==> src/rtl/vram_arbiter.sv <==
// Video memory arbiter: display scan fetches take priority over host access.
// A granted host access always finishes first; a scan arriving meanwhile is held pending.
module vram_arbiter #(
    parameter int ADDR_W = 16,
    parameter int DATA_W = 16
) (
    input  logic              clk,
    input  logic              nrst,
    input  logic              scan_req,
    input  logic [ADDR_W-1:0] scan_addr,
    output logic              scan_valid,
    output logic [DATA_W-1:0] scan_data,
    output logic              scan_overrun,
    input  logic              cpu_req,
    input  logic              cpu_we,
    input  logic [ADDR_W-1:0] cpu_addr,
    input  logic [DATA_W-1:0] cpu_wdata,
    output logic              cpu_ack,
    output logic [DATA_W-1:0] cpu_rdata,
    output logic              mem_en,
    output logic              mem_we,
    output logic [ADDR_W-1:0] mem_addr,
    output logic [DATA_W-1:0] mem_wdata,
    input  logic [DATA_W-1:0] mem_rdata
);

    typedef enum logic [2:0] {
        IDLE,
        SCAN_RD,
        SCAN_WAIT,
        CPU_RD,
        CPU_WAIT,
        CPU_WR
    } state_t;

    state_t state;

    logic              pend;
    logic [ADDR_W-1:0] pend_addr;

    logic              scan_go;
    logic              cpu_wr_go;
    logic              cpu_rd_go;
    logic [ADDR_W-1:0] scan_tgt;

    // A fresh strobe supersedes whatever address is already pending.
    always_comb begin
        scan_go   = pend || scan_req;
        scan_tgt  = scan_req ? scan_addr : pend_addr;
        cpu_wr_go = !scan_go && cpu_req && cpu_we;
        cpu_rd_go = !scan_go && cpu_req && !cpu_we;
    end

    always_ff @(posedge clk or negedge nrst) begin
        if (!nrst) begin
            state        <= IDLE;
            pend         <= 1'b0;
            pend_addr    <= '0;
            scan_valid   <= 1'b0;
            scan_data    <= '0;
            scan_overrun <= 1'b0;
            cpu_ack      <= 1'b0;
            cpu_rdata    <= '0;
            mem_en       <= 1'b0;
            mem_we       <= 1'b0;
            mem_addr     <= '0;
            mem_wdata    <= '0;
        end else begin
            scan_valid <= 1'b0;
            cpu_ack    <= 1'b0;
            mem_en     <= 1'b0;
            mem_we     <= 1'b0;

            if (scan_req) begin
                pend      <= 1'b1;
                pend_addr <= scan_addr;
                if (pend) begin
                    scan_overrun <= 1'b1;
                end
            end

            if (state == SCAN_WAIT) begin
                scan_valid <= 1'b1;
                scan_data  <= mem_rdata;
            end

            unique case (state)
                IDLE, SCAN_WAIT: begin
                    unique case (1'b1)
                        scan_go: begin
                            state    <= SCAN_RD;
                            pend     <= 1'b0;
                            mem_en   <= 1'b1;
                            mem_addr <= scan_tgt;
                        end
                        cpu_wr_go: begin
                            state     <= CPU_WR;
                            mem_en    <= 1'b1;
                            mem_we    <= 1'b1;
                            mem_addr  <= cpu_addr;
                            mem_wdata <= cpu_wdata;
                        end
                        cpu_rd_go: begin
                            state    <= CPU_RD;
                            mem_en   <= 1'b1;
                            mem_addr <= cpu_addr;
                        end
                        default: begin
                            state <= IDLE;
                        end
                    endcase
                end
                SCAN_RD: begin
                    state <= SCAN_WAIT;
                end
                CPU_RD: begin
                    state <= CPU_WAIT;
                end
                CPU_WAIT: begin
                    state     <= IDLE;
                    cpu_ack   <= 1'b1;
                    cpu_rdata <= mem_rdata;
                end
                CPU_WR: begin
                    state   <= IDLE;
                    cpu_ack <= 1'b1;
                end
                default: begin
                    state <= IDLE;
                end
            endcase
        end
    end

    a_we_needs_en: assert property (
        @(posedge clk) disable iff (!nrst) mem_we |-> mem_en
    );

endmodule

==> config.mk <==
export PLATFORM = sky130hd
export DESIGN_NAME = vram_arbiter
export DESIGN_NICKNAME = d
export VERILOG_FILES = /design/src/rtl/vram_arbiter.sv
export SDC_FILE = /design/constraint.sdc
export NUM_CORES = 1
export LEC_CHECK = 0
export ABC_AREA = 1
export CAP_MARGIN = 40
export CELL_PAD_IN_SITES_DETAIL_PLACEMENT = 1
export CELL_PAD_IN_SITES_GLOBAL_PLACEMENT = 2
export CORE_MARGIN = 10
export CORE_UTILIZATION = 35
export CTS_CLUSTER_DIAMETER = 40
export CTS_CLUSTER_SIZE = 10
export DETAILED_ROUTE_END_ITERATION = 8
export DONT_BUFFER_PORTS = 1
export GPL_TIMING_DRIVEN = 1
export PLACE_DENSITY_LB_ADDON = 0.1
export SYNTH_ARGS = -nofsm -noshare
export SYNTH_HDL_FRONTEND = slang
export SYNTH_SLANG_ARGS = --single-unit
==> constraint.sdc <==
create_clock -name clk -period 1.6 [get_ports clk]
set_clock_uncertainty 0.2 [all_clocks]
set_input_delay 0.32 -clock clk [delete_from_list [all_inputs] [get_ports clk]]
set_output_delay 0.32 -clock clk [all_outputs]
set_load 0.05 [all_outputs]
==> impl_metrics.ini <==
[synthesis]
ys_seq_area_frac = 0.618
synth_cells = 407
synth_nets = 476
netlist_area_um2 = 3600
synth_seq_cells = 89
yosysUniqueCellTypes = 19
syn-mean-instance-area_um2 = 8.85
synth_warnings = 0

[route]
drt_wl_total_um = 10800
drc_errors = 0
ant_nets = 0
dr.first_iter.drc_count = 168
first_pass_iters = 4
via_per_inst = 4.70
post_drt_wl_per_cell_um = 17.6
route.vias.total = 2870

[sta]
min_period_over_period = 0.980
setup-tns-final_ps = 0
layout_setup_ws_ps = 32.4
finalSetupViolCount = 0
tightest_slew_ps = 558
timing.max_slew.rel_slack = 0.628
hold_ws_ps = -548
fmax_mhz = 638
slew_viol_final = 0
finalHoldViolations = 89
grt_setup_unrepaired = no
post-route-min-period_ps = 1570

[setup_path]
cp-end-kind = primary output
cp.arrival_ps = 1050
cp-start-kind = register
cp.required_ps = 1080
cp_max_fo = 2
crit_type = register to primary output

[clocking]
htreeDepth = 3
root_buffer = clkbuf_8
cts.sinks = 89
cts_hold_repair.buffers = 64
clk_path_buf_depth = 2
clkTransAtPathRegs_ps = 90
cts_tree = done
worstSkewPairLatency_ps = 350
numCtsBuffers = 9

[power]
p_leak_nw = 2.35
swShare = 0.559
p_per_area_nw_per_um2 = 2190
p_seq_frac = 0.667
comb_power_share = 0.194
p_int_mw = 4.38
p_clk_frac = 0.139
peakVddDrop_v = 0.000926
p_sw_mw = 5.56

[global_route]
grt_max_degree = 90
antenna_found_initial = 0
grt_usage = 0.150
gr-total-overflow = 0
grt_pass1_vias = 3357
grt_pass1_wl_um = 17600

[hold_path]
hold_path_class = input port to async pin

[die]
die_h_um = 121
rows = 36
core_um2 = 9910
die_x_um = 121
start_util = 0.364
fp.dieArea_um2 = 14800
pin_count = 138

[layout]
mostFrequentLayoutCells = nand2_1, dfrtp_1, dlygate4sd3_1
fill_cells = 1169
final_net_count = 541
fin_area_um2 = 4540
num_antenna_cells = 0
final_common_cell = nand2_1
drive_above_1_share = 0.0734
syn_to_final_growth_pct = 26.0

[place]
place.gp.congestion = 0.778
numPortBuffers = 0
dp_hpwl_um = 7310
place_ws_ps = 102
placement.cell_area_um2 = 3720

[status]
violations = hold timing
status = finished, violations left

[run]
maxCapViolCount = 0
-- Yosys cell counts (all sizes together) --
cell type	number	area [um^2]
nand2	201	780
dfrtp	89	2230
nand3	33	165
o21ai	32	160
inv	26	97.6
buf	11	78.8
clkbuf	7	26.3
nor2	4	38.8
a21oi	2	13.8
a21o	1	7.51
clkinv	1	8.76
-- area by class of cell --
type / instances / area, um^2 / area share
flip-flops and latches: 89 / 2230 / 0.491
multi-input cells: 273 / 1160 / 0.256
repair buffers: 72 / 701 / 0.154
well taps: 133 / 166 / 0.0366
clock buffers: 10 / 128 / 0.0281
inverters: 27 / 109 / 0.0240
clock inverters: 6 / 43.8 / 0.00964
-- metrics by stage --
step / instances / utilization / total power [mW]
final: 610 / 0.458 / 9.94
after global routing: 610 / 0.458 / 10.7
after CTS: 610 / 0.458 / 10.1
after detailed placement: 530 / 0.376 / 8.54
after global placement: 530 / 0.376 / 8.43
after floorplan: 407 / - / 7.83
-- sequential cells by signal, indices dropped and copies added, names as in the netlist --
| name | flops |
|---|---|
| pend_addr | 16 |
| mem_addr | 16 |
| scan_data | 16 |
| mem_we | 1 |
| cpu_rdata | 16 |
| scan_valid | 1 |
| scan_overrun | 1 |
| state | 3 |
| mem_wdata | 16 |
| mem_en | 1 |
| cpu_ack | 1 |
| pend | 1 |
-- power groups by stage --
stage,sequential [mW],clock [mW],combinational (mW)
2_1_floorplan,6.43,0,1.40
3_3_place_gp,6.72,0,1.71
3_5_place_dp,6.73,0,1.81
4_1_cts,6.68,1.45,1.95
5_1_grt,6.80,1.55,2.33
6_report,6.64,1.38,1.93
-- logic make-up after synthesis --
| logic type | Yosys count | share of synthesized area |
|---|---|---|
| AND/OR/NAND/NOR | 238 | 0.273 |
| flip-flops | 89 | 0.618 |
| buffers and inverters | 45 | 0.0587 |
| AO/OA/AOI/OAI | 35 | 0.0503 |
-- timing repair --
action,4_1_cts,5_1_grt
setup buffers,0,0
resized for setup,0,4
setup endpoints to repair,0,16
hold endpoints to repair,166,89
-- layer usage --
| metal | global-route usage | vias to the layer above | wire, um |
|---|---|---|---|
| met5 | 0 | - | 0 |
| met4 | 0.0551 | 0 | 136 |
| met3 | 0.0675 | 11 | 1130 |
| met2 | 0.242 | 93 | 5170 |
| met1 | 0.170 | 1387 | 4320 |
| li1 | - | 1379 | - |
-- worst paths after layout --
| path | from | endpoint | slack [ps] | cells after the start |
|---|---|---|---|---|
| setup / recovery | mem_addr[13] | mem_addr[13] | 30 | 0 |
| hold / removal | nrst | pend_addr[9] | -550 | 0 |
| setup reg to reg | pend | pend | 40 | 3 |
| hold reg to reg | state[2] | state[2] | 250 | 1 |
| max in group asynchronous | nrst | scan_data[8] | 1600 | 0 |
| min in group clk | cpu_addr[13] | mem_addr[13] | 20 | 4 |
(Power assumes the default switching activity.)
==> RTL change (config.mk and constraints unchanged) <==
The parameter `ADDR_W` goes from 16 to 17.
--- a/src/rtl/vram_arbiter.sv
+++ b/src/rtl/vram_arbiter.sv
@@ -3,3 +3,3 @@
 module vram_arbiter #(
-    parameter int ADDR_W = 16,
+    parameter int ADDR_W = 17,
     parameter int DATA_W = 16
Interface: changed (resized cpu_addr, mem_addr and scan_addr); port bits go from 138 to 141. The function was not compared with the original's and may differ.
==> RTL change against the original RTL <==
The flow still finishes with violations (hold timing). Sequential cell count up 2. Combinational power up 17%. Core utilization up 1.5 points. Routed wire length is 5.7% higher. Synthesized cell count is 2.9% higher. Cell area up 8.2%. Worst setup slack improved by 20 ps. Via count rose by 5.0%. Power is 6.4% higher. Worst hold slack lost 11 ps. Synthesized area rose by 3.8%. Critical endpoint is now mem_wdata[9]. Largest cell class unchanged. Highest routed layer unchanged.
==> RTL change: results (changes against the original RTL) <==
Yosys
  – YS warnings: 0 (unchanged)
  – Top cells by count, synth: nand2_1 (204), dfrtp_1 (91), nand3_1 (34), inv_1 (21), o21ai_0 (20)
  – Count of cell types in the netlist: 22 (+3)
  – Syn_nets: 490 (+2.9%)
  – Top post-synthesis cells by area: dfrtp_1 (61%), nand2_1 (20%), nand3_1 (4.5%), o21ai_0 (2.7%), inv_1 (2.1%)
  – Register area share after synthesis: 60.87% (-0.94 points)

Worst setup path
  – Crit Reg-Reg Endpoint: mem_wdata[2]
  – CP Capture Point: mem_wdata[9]
  – Reg2Reg Depth: 6 (+3)
  – Arr. time, crit path: 1030 ps (-20 ps)
  – Crit path from: mem_wdata[9]
  – R2R Setup Slk: 130 ps (+90 ps)

Power
  – Leakage: 2.490 nW (+5.9%)
  – VDD IR max: 944.7 µV (+2.0%)
  – Switching Power: 5.784 mW (+4.0%)

Detailed routing
  – Iter 0 DRT Violations: 250 (+49%)
  – Via density: 4.679 (-0.56%)
  – Wirelength per Cell: 17.65 µm (+0.13%)

Cells and area
  – Final nets: 574 (+6.1%)
  – Share of post-route cells with drive strength above 1: 12.20% (+4.9 points)

CTS
  – Post-CTS setup buffers: 0 (unchanged)
  – Cts bufs inserted: 9 (unchanged)
  – Worst-path clk slew: 110 ps (+20 ps)
  – Hold-fix buffers, CTS: 83 (+30%)

Placement
  – Detail Placement HPWL: 7459 µm (+2.1%)
  – Number of port buffers: 0 (unchanged)
  – RePlAce Congestion: 0.7391 (-5.0%)

Status
  – Violated checks: hold timing
  – Outcome: complete, but fails checks

Global routing
  – First-pass GRT wire length: 18170 µm (+3.4%)
  – Vias in the first global route: 3367 (+0.30%)
  – Initial antenna violation count: 0 (unchanged)
  – Total Routing Usage GR: 15.13% (+0.18 points)
  – Largest net degree at the start of global routing: 92 (+2.2%)

Timing
  – Endpoints failing hold: 91 (+2.2%)
  – Max-slew headroom: 65.46% (+2.7 points)
  – WHS: -558.5 ps (-10.70 ps)

Worst hold path
  – HP Class: input port to asynchronous set/reset pin
RTL change: cell count changes in the layout (fill, tap and decap cells not counted), moves of 3 or more:
cell,unedited run,this run
o21ai_0,32,20
nand2_1,197,204
dfrtp_1,87,68
dlygate4sd3_1,64,83
o21ai_1,0,12
inv_1,24,21
dfrtp_2,2,23
RTL change: how the worst min path moves through the flow:
| stage | start | endpoint | slack [ps] | depth (start not counted) |
|---|---|---|---|---|
| 6_report | nrst | cpu_rdata[1] | -560 | 0 |
| 5_1_grt | nrst | cpu_rdata[1] | -590 | 0 |
| 4_1_cts | nrst | cpu_rdata[4] | -580 | 0 |
| 3_5_place_dp | nrst | pend_addr[7] | -170 | 0 |
| 3_3_place_gp | nrst | pend_addr[7] | -170 | 0 |
| 2_1_floorplan | nrst | cpu_ack | -180 | 0 |
RTL change: cell type report:
cell class | instances | area (µm²)
fillers | 1187 | 5458
flip-flops and latches | 91 | 2306
multi-input cells | 282 | 1215
repair buffers | 92 | 910.9
well taps | 136 | 170.2
clock buffers | 10 | 127.6
inverters | 27 | 111.4
clock inverters | 6 | 71.32
RTL change: metrics by stage:
stage	hold slack, ps	worst slack, ps	util (%)	std cells	instance area (µm²)
2_1_floorplan	-175.6	222.8	-	419	3741
3_3_place_gp	-171.6	161.7	37.16	545	3854
3_5_place_dp	-171.2	118.3	37.16	545	3854
4_1_cts	-580.5	8.683	47.09	644	4883
5_1_grt	-591.8	0.9959	47.37	644	4912
6_report	-558.5	52.93	47.37	644	4912
RTL change: what timing repair did:
| item | in CTS | in global routing |
|---|---|---|
| endpoints found under the hold margin | 171 | 91 |
| setup endpoints to repair | 0 | 23 |
| gates resized for setup | 0 | 23 |
RTL change: routing by layer:
metal | part of all wire [%] | track usage (%) | up-vias
met5 | 0 | 0 | -
met1 | 41 | 17.89 | 1470
li1 | - | - | 1457
met2 | 49 | 24.77 | 80
met4 | 0.75 | 4.803 | 0
met3 | 8.8 | 5.971 | 6
RTL change: logic make-up after synthesis:
family	after synthesis	synth area share, %
and+or+nand+nor	247	27.63
DFF	91	60.87
buffers and inverters	46	6.655
AOI/OAI and AO/OA	35	4.850
RTL change: power by group through the flow:
stage / registers [mW] / clock network, mW / logic, mW
final: 6.70 / 1.62 / 2.26
after global routing: 6.86 / 1.79 / 2.61
after CTS: 6.70 / 1.66 / 2.29
after detailed placement: 6.74 / 0 / 2.10
after global placement: 6.73 / 0 / 2.00
after floorplan: 6.54 / 0 / 1.57
